$ cat config.mk
export PLATFORM = sky130hd
export DESIGN_NAME = commit_trace_fifo
export DESIGN_NICKNAME = d
export VERILOG_FILES = /design/src/rtl/commit_trace_fifo.sv
export SDC_FILE = /design/constraint.sdc
export NUM_CORES = 1
export LEC_CHECK = 0
export BUFFER_PORTS_ARGS = -buffer_cell sky130_fd_sc_hd__buf_2
export CORE_MARGIN = 4
export CORE_UTILIZATION = 60
export DETAILED_ROUTE_END_ITERATION = 10
export HOLD_SLACK_MARGIN = 0.06
export PLACE_DENSITY_LB_ADDON = 0.15
export SETUP_SLACK_MARGIN = 0.5
export SLEW_MARGIN = 15
export SYNTH_ARGS = -nofsm -noshare
export SYNTH_HDL_FRONTEND = slang
export SYNTH_SLANG_ARGS = --single-unit
$ cat constraint.sdc
create_clock -name clk -period 32.7 [get_ports clk]
set_input_delay 6.54 -clock clk [delete_from_list [all_inputs] [get_ports clk]]
set_output_delay 6.54 -clock clk [all_outputs]
set_load 0.02 [all_outputs]
$ cat src/rtl/commit_trace_fifo.sv
// Commit trace FIFO.
// Captures one record per cycle in which the core writes a GPR and/or a CSR,
// and queues it for a lockstep checker or debug port on a valid/ready
// interface. The core is never stalled: when the queue is full and nothing
// drains, the record is dropped. A drop sets a sticky overflow flag and
// increments a saturating drop counter. Every event takes a sequence number,
// including dropped events, so a drop shows up as a gap in trace_seq_o.
module commit_trace_fifo #(
  parameter int XLEN    = 32,
  parameter int NB_REGS = 5,
  parameter int DEPTH   = 8,
  parameter int SEQ_W   = 16,
  parameter int DROP_W  = 16
) (
  input  logic                     clk,
  input  logic                     reset_n,
  input  logic                     clear_i,
  input  logic                     write_valid_i,
  input  logic [NB_REGS-1:0]       write_adr_i,
  input  logic [XLEN-1:0]          write_data_i,
  input  logic                     write_csr_v_i,
  input  logic [11:0]              csr_adr_i,
  input  logic [XLEN-1:0]          csr_data_i,
  input  logic [XLEN-1:0]          pc_val_i,
  output logic                     trace_valid_o,
  input  logic                     trace_ready_i,
  output logic [XLEN-1:0]          trace_pc_o,
  output logic                     trace_rd_v_o,
  output logic [NB_REGS-1:0]       trace_rd_adr_o,
  output logic [XLEN-1:0]          trace_rd_data_o,
  output logic                     trace_csr_v_o,
  output logic [11:0]              trace_csr_adr_o,
  output logic [XLEN-1:0]          trace_csr_data_o,
  output logic [SEQ_W-1:0]         trace_seq_o,
  output logic [$clog2(DEPTH):0]   level_o,
  output logic                     overflow_o,
  output logic [DROP_W-1:0]        drop_cnt_o
);

  localparam int PTR_W = $clog2(DEPTH);
  localparam int LVL_W = PTR_W + 1;

  // Record storage. It is not reset, because the output mask hides it while it is empty.
  logic [XLEN-1:0]    pc_mem_r       [DEPTH];
  logic               rd_v_mem_r     [DEPTH];
  logic [NB_REGS-1:0] rd_adr_mem_r   [DEPTH];
  logic [XLEN-1:0]    rd_data_mem_r  [DEPTH];
  logic               csr_v_mem_r    [DEPTH];
  logic [11:0]        csr_adr_mem_r  [DEPTH];
  logic [XLEN-1:0]    csr_data_mem_r [DEPTH];
  logic [SEQ_W-1:0]   seq_mem_r      [DEPTH];

  logic [PTR_W-1:0]  wr_ptr_r;
  logic [PTR_W-1:0]  rd_ptr_r;
  logic [LVL_W-1:0]  level_r;
  logic [LVL_W-1:0]  level_nxt_s;
  logic              valid_r;
  logic [SEQ_W-1:0]  seq_r;
  logic              overflow_r;
  logic [DROP_W-1:0] drop_cnt_r;

  logic evt_s;
  logic full_s;
  logic pop_s;
  logic push_s;
  logic drop_s;

  // A full queue accepts a new record when the head leaves on the same edge.
  assign evt_s  = write_valid_i | write_csr_v_i;
  assign full_s = (level_r == LVL_W'(DEPTH));
  assign pop_s  = valid_r & trace_ready_i;
  assign push_s = evt_s & (~full_s | pop_s);
  assign drop_s = evt_s & full_s & ~pop_s;

  // Compute the next occupancy. Clear takes priority over push and pop.
  always_comb begin
    level_nxt_s = level_r;
    if (clear_i) begin
      level_nxt_s = {LVL_W{1'b0}};
    end else begin
      case ({push_s, pop_s})
        2'b10:   level_nxt_s = level_r + LVL_W'(1);
        2'b01:   level_nxt_s = level_r - LVL_W'(1);
        default: level_nxt_s = level_r;
      endcase
    end
  end

  // Update the pointers, occupancy, sequence number and drop bookkeeping.
  always_ff @(posedge clk or negedge reset_n) begin
    if (!reset_n) begin
      wr_ptr_r   <= {PTR_W{1'b0}};
      rd_ptr_r   <= {PTR_W{1'b0}};
      level_r    <= {LVL_W{1'b0}};
      valid_r    <= 1'b0;
      seq_r      <= {SEQ_W{1'b0}};
      overflow_r <= 1'b0;
      drop_cnt_r <= {DROP_W{1'b0}};
    end else if (clear_i) begin
      wr_ptr_r   <= {PTR_W{1'b0}};
      rd_ptr_r   <= {PTR_W{1'b0}};
      level_r    <= {LVL_W{1'b0}};
      valid_r    <= 1'b0;
      seq_r      <= {SEQ_W{1'b0}};
      overflow_r <= 1'b0;
      drop_cnt_r <= {DROP_W{1'b0}};
    end else begin
      level_r <= level_nxt_s;
      valid_r <= (level_nxt_s != {LVL_W{1'b0}});
      if (push_s) begin
        wr_ptr_r <= wr_ptr_r + PTR_W'(1);
      end
      if (pop_s) begin
        rd_ptr_r <= rd_ptr_r + PTR_W'(1);
      end
      if (evt_s) begin
        seq_r <= seq_r + SEQ_W'(1);
      end
      if (drop_s) begin
        overflow_r <= 1'b1;
        if (drop_cnt_r != {DROP_W{1'b1}}) begin
          drop_cnt_r <= drop_cnt_r + DROP_W'(1);
        end
      end
    end
  end

  // Write the captured record at the write pointer. A field whose valid flag is clear is stored as zero.
  always_ff @(posedge clk) begin
    if (push_s && !clear_i) begin
      pc_mem_r[wr_ptr_r]       <= pc_val_i;
      rd_v_mem_r[wr_ptr_r]     <= write_valid_i;
      rd_adr_mem_r[wr_ptr_r]   <= write_valid_i ? write_adr_i  : {NB_REGS{1'b0}};
      rd_data_mem_r[wr_ptr_r]  <= write_valid_i ? write_data_i : {XLEN{1'b0}};
      csr_v_mem_r[wr_ptr_r]    <= write_csr_v_i;
      csr_adr_mem_r[wr_ptr_r]  <= write_csr_v_i ? csr_adr_i    : 12'h000;
      csr_data_mem_r[wr_ptr_r] <= write_csr_v_i ? csr_data_i   : {XLEN{1'b0}};
      seq_mem_r[wr_ptr_r]      <= seq_r;
    end
  end

  // Present the head record, forced to zero while the queue is empty.
  always_comb begin
    if (valid_r) begin
      trace_pc_o       = pc_mem_r[rd_ptr_r];
      trace_rd_v_o     = rd_v_mem_r[rd_ptr_r];
      trace_rd_adr_o   = rd_adr_mem_r[rd_ptr_r];
      trace_rd_data_o  = rd_data_mem_r[rd_ptr_r];
      trace_csr_v_o    = csr_v_mem_r[rd_ptr_r];
      trace_csr_adr_o  = csr_adr_mem_r[rd_ptr_r];
      trace_csr_data_o = csr_data_mem_r[rd_ptr_r];
      trace_seq_o      = seq_mem_r[rd_ptr_r];
    end else begin
      trace_pc_o       = {XLEN{1'b0}};
      trace_rd_v_o     = 1'b0;
      trace_rd_adr_o   = {NB_REGS{1'b0}};
      trace_rd_data_o  = {XLEN{1'b0}};
      trace_csr_v_o    = 1'b0;
      trace_csr_adr_o  = 12'h000;
      trace_csr_data_o = {XLEN{1'b0}};
      trace_seq_o      = {SEQ_W{1'b0}};
    end
  end

  assign trace_valid_o = valid_r;
  assign level_o       = level_r;
  assign overflow_o    = overflow_r;
  assign drop_cnt_o    = drop_cnt_r;

endmodule

==> reports/metrics.cfg <==
[power]
internal_power_uw=2525
p_sw_share_pct=25.31
pwr-share-comb_pct=16.4
totalPowerFinal_uw=3381
p_leak_uw=0.01597
p_switching_uw=855.7
ir_drop_v=0.00005523
clkPwrFrac_pct=35.5
seqPwrFrac_pct=48.0
power_per_cell_area_nw_per_um2=69.29

[synth]
ys_seq_area_share_pct=76.13
synth_mux_area_share_pct=16.95
synth_top_family_by_area=multiplexers
syn-num-nets=2132
synth_top_area_share_pct=73.56
synth_edf_count=1048
synth_ff_type=edfxtp_1
synth.area.top_cells=edfxtp_1, mux4_2, mux2i_1
ys_seq_elements=1092
synth_commonest_cells=edfxtp_1, mux4_2, mux2i_1, nor2b_1, and2_1
async_reset_ff_share_pct=4.029
syn_area_um2=42780
yosys.area_share.xor_xnor_pct=0.3890
syn_area_per_cell_um2=21.31
synth_cells=2008
synth_cell_types=48
synth_fa_ha_area_share_pct=0.1462
ys.warnings.count=0
synth-compound-area-share_pct=0.7545
synth_top_cell_by_area=edfxtp_1
synthMostInstantiatedCell=edfxtp_1
synthSimpleGateAreaFrac_pct=4.583

[grt]
gr-total-overflow=0
grt_max_degree=79
first_global_vias=21970
track_usage_pct=24.09
antenna_found_initial=12
grt_pass1_wl_mm=136.0

[floorplanning]
ios=272
die_h_um=275.0
die_x_um=275.0
coreArea_um2=70390
die-area_um2=75640
initial_core_util_pct=60.78
num_rows=97

[cts]
cts_max_level=3
cts_tree=built
worst_setup_hold_path_clk_slew_ns=0.06
cts_buffers=109
clock-sinks=1092
cts_max_path_buffers=3
cts-root-buf=clkbuf_16
clock_latency_ns=0.65
post-cts-setup-buffers=0
post_cts_resized=0
ctsHoldBuffers=0

[finish]
final-instance-count-excl-fill=3360
num-nets-final=2444
fin_area_um2=48790
fillers=4404
final_util_pct=69.32
layout-drive-gt1-share_pct=31.04
syn_to_final_growth_pct=14.05

[critical_path]
worstSetupStartpointType=register
crit_start=rd_ptr_r[1]
r2r_start=trace_valid_o
r2r-end=rd_data_mem_r[7][1]
crit_type=reg -> out
cp_max_fo=72
crit_end=trace_csr_adr_o[10]
worstSetupEndpointType=output pin
cp.arrival_ns=4.76
r2r_cells=7
cp_data_required_time_ns=26.16
rrSetupSlack_ns=26.95

[worst_hold_path]
hp-class=reg -> reg
hold_path_depth=2

[drt]
drt-vias-per-instance=6.160
routed-via-count=20700
postRouteAntennaNets=0
drc=0
first_pass_iters=5
wl_per_cell_um=26.57
wl_mm=89.27
drtIter0Drc=1840

[placement]
port_buffers=271
dpl_cell_area_um2=45250
finalWeightedCongestion=0.7465
dp_hpwl_mm=47.89
dp.cells=3147

[sta]
max_slew_margin_pct=23.86
max_freq_mhz=88.53
setup_tns_ns=0
hold_violations=0
fin_crit_sh_pct=34.54
maxSlewViolCount=0
min_period_ns=11.30
fin_skew_ns=0.01508
grt_setup_unrepaired=no
finalSetupViolCount=0
tightest_slew_ns=1.142

[job]
drv_cap=0

[outcome]
outcome=completed

## worst min-delay path by stage
stage | from | endpoint | slack, ns
2_1_floorplan | seq_r[6] | seq_mem_r[0][6] | 0.54
3_3_place_gp | overflow_o | overflow_o | 0.48
3_5_place_dp | overflow_o | overflow_o | 0.49
4_1_cts | overflow_o | overflow_o | 0.52
5_1_grt | overflow_o | overflow_o | 0.57
6_report | overflow_o | overflow_o | 0.51
## flip-flops by register name, summed over array words and instances, names as in the netlist, 3 cells and up
name / cells
rd_v_mem_r: 8
csr_adr_mem_r: 96
rd_data_mem_r: 256
rd_ptr_r: 3
csr_data_mem_r: 256
seq_r: 16
pc_mem_r: 256
seq_mem_r: 128
level_o: 4
drop_cnt_o: 16
rd_adr_mem_r: 40
csr_v_mem_r: 8
wr_ptr_r: 3
## kinds of logic after synthesis
group                    after synthesis
AO/OA/AOI/OAI                         51
XOR/XNOR                              19
adder cells (fa/ha/maj)                5
buffers and inverters                116
flip-flops                          1092
multiplexers                         397
AND/OR/NAND/NOR                      328
## per-layer routing
layer / part of all wire [%] / GRT usage (%)
met5: 0.077 / 0
met4: 2.0 / 6.239
met3: 7.1 / 5.067
met2: 49 / 38.64
met1: 42 / 34.76
## critical path: stages, from the launching register on
cell and delay [ns]:
dfrtp_4 1.06, buf_4 0.95, buf_4 0.96, mux4_2 0.38, mux2i_1 0.08, nor2b_1 0.37
buf_2 0.25
## power by group through the flow
stage / clock, uW / sequential (uW) / combinational, uW
after global placement: 0 / 1650 / 555
after floorplan: 0 / 1640 / 401
after global routing: 1290 / 1630 / 600
after detailed placement: 0 / 1650 / 559
after CTS: 1220 / 1630 / 561
final: 1200 / 1620 / 555
## through the flow
step | setup WS (ns) | hold WS (ns)
finish | 21.40 | 0.5082
global route | 21.15 | 0.5679
CTS | 21.33 | 0.5157
detailed placement | 21.59 | 0.4904
global placement | 21.59 | 0.4848
floorplan | 15.30 | 0.5379
## cell type report
cell class | instances | area, um^2 | area share, %
flip-flops and latches | 1092 | 32590 | 66.78
well taps | 940 | 1176 | 2.410
clock inverters | 76 | 598.1 | 1.226
inverters | 6 | 22.52 | 0.04616
clock buffers | 131 | 2884 | 5.911
diodes | 4 | 10.01 | 0.02051
multi-input cells | 800 | 9827 | 20.14
repair buffers | 311 | 1689 | 3.462
## cells in the final DEF (no fill, tap or decap), types with 5 or more instances in the layout
master,count
dfrtp_1,40
mux4_2,262
a21oi_1,20
nor2b_1,133
nor2_1,26
buf_4,38
clkinv_2,26
nor2_4,6
inv_1,6
and2_1,82
clkbuf_16,112
nand4_1,12
o31ai_1,10
nand3_1,11
mux2i_1,134
xor2_1,13
o21ai_0,9
clkbuf_1,18
ha_1,5
edfxtp_1,1048
buf_2,271
clkinv_1,33
xnor2_1,6
or4_1,12
nand2_1,13
bufinv_16,9
or3_1,9
Note: power is estimated with default switching activity, not from simulation.
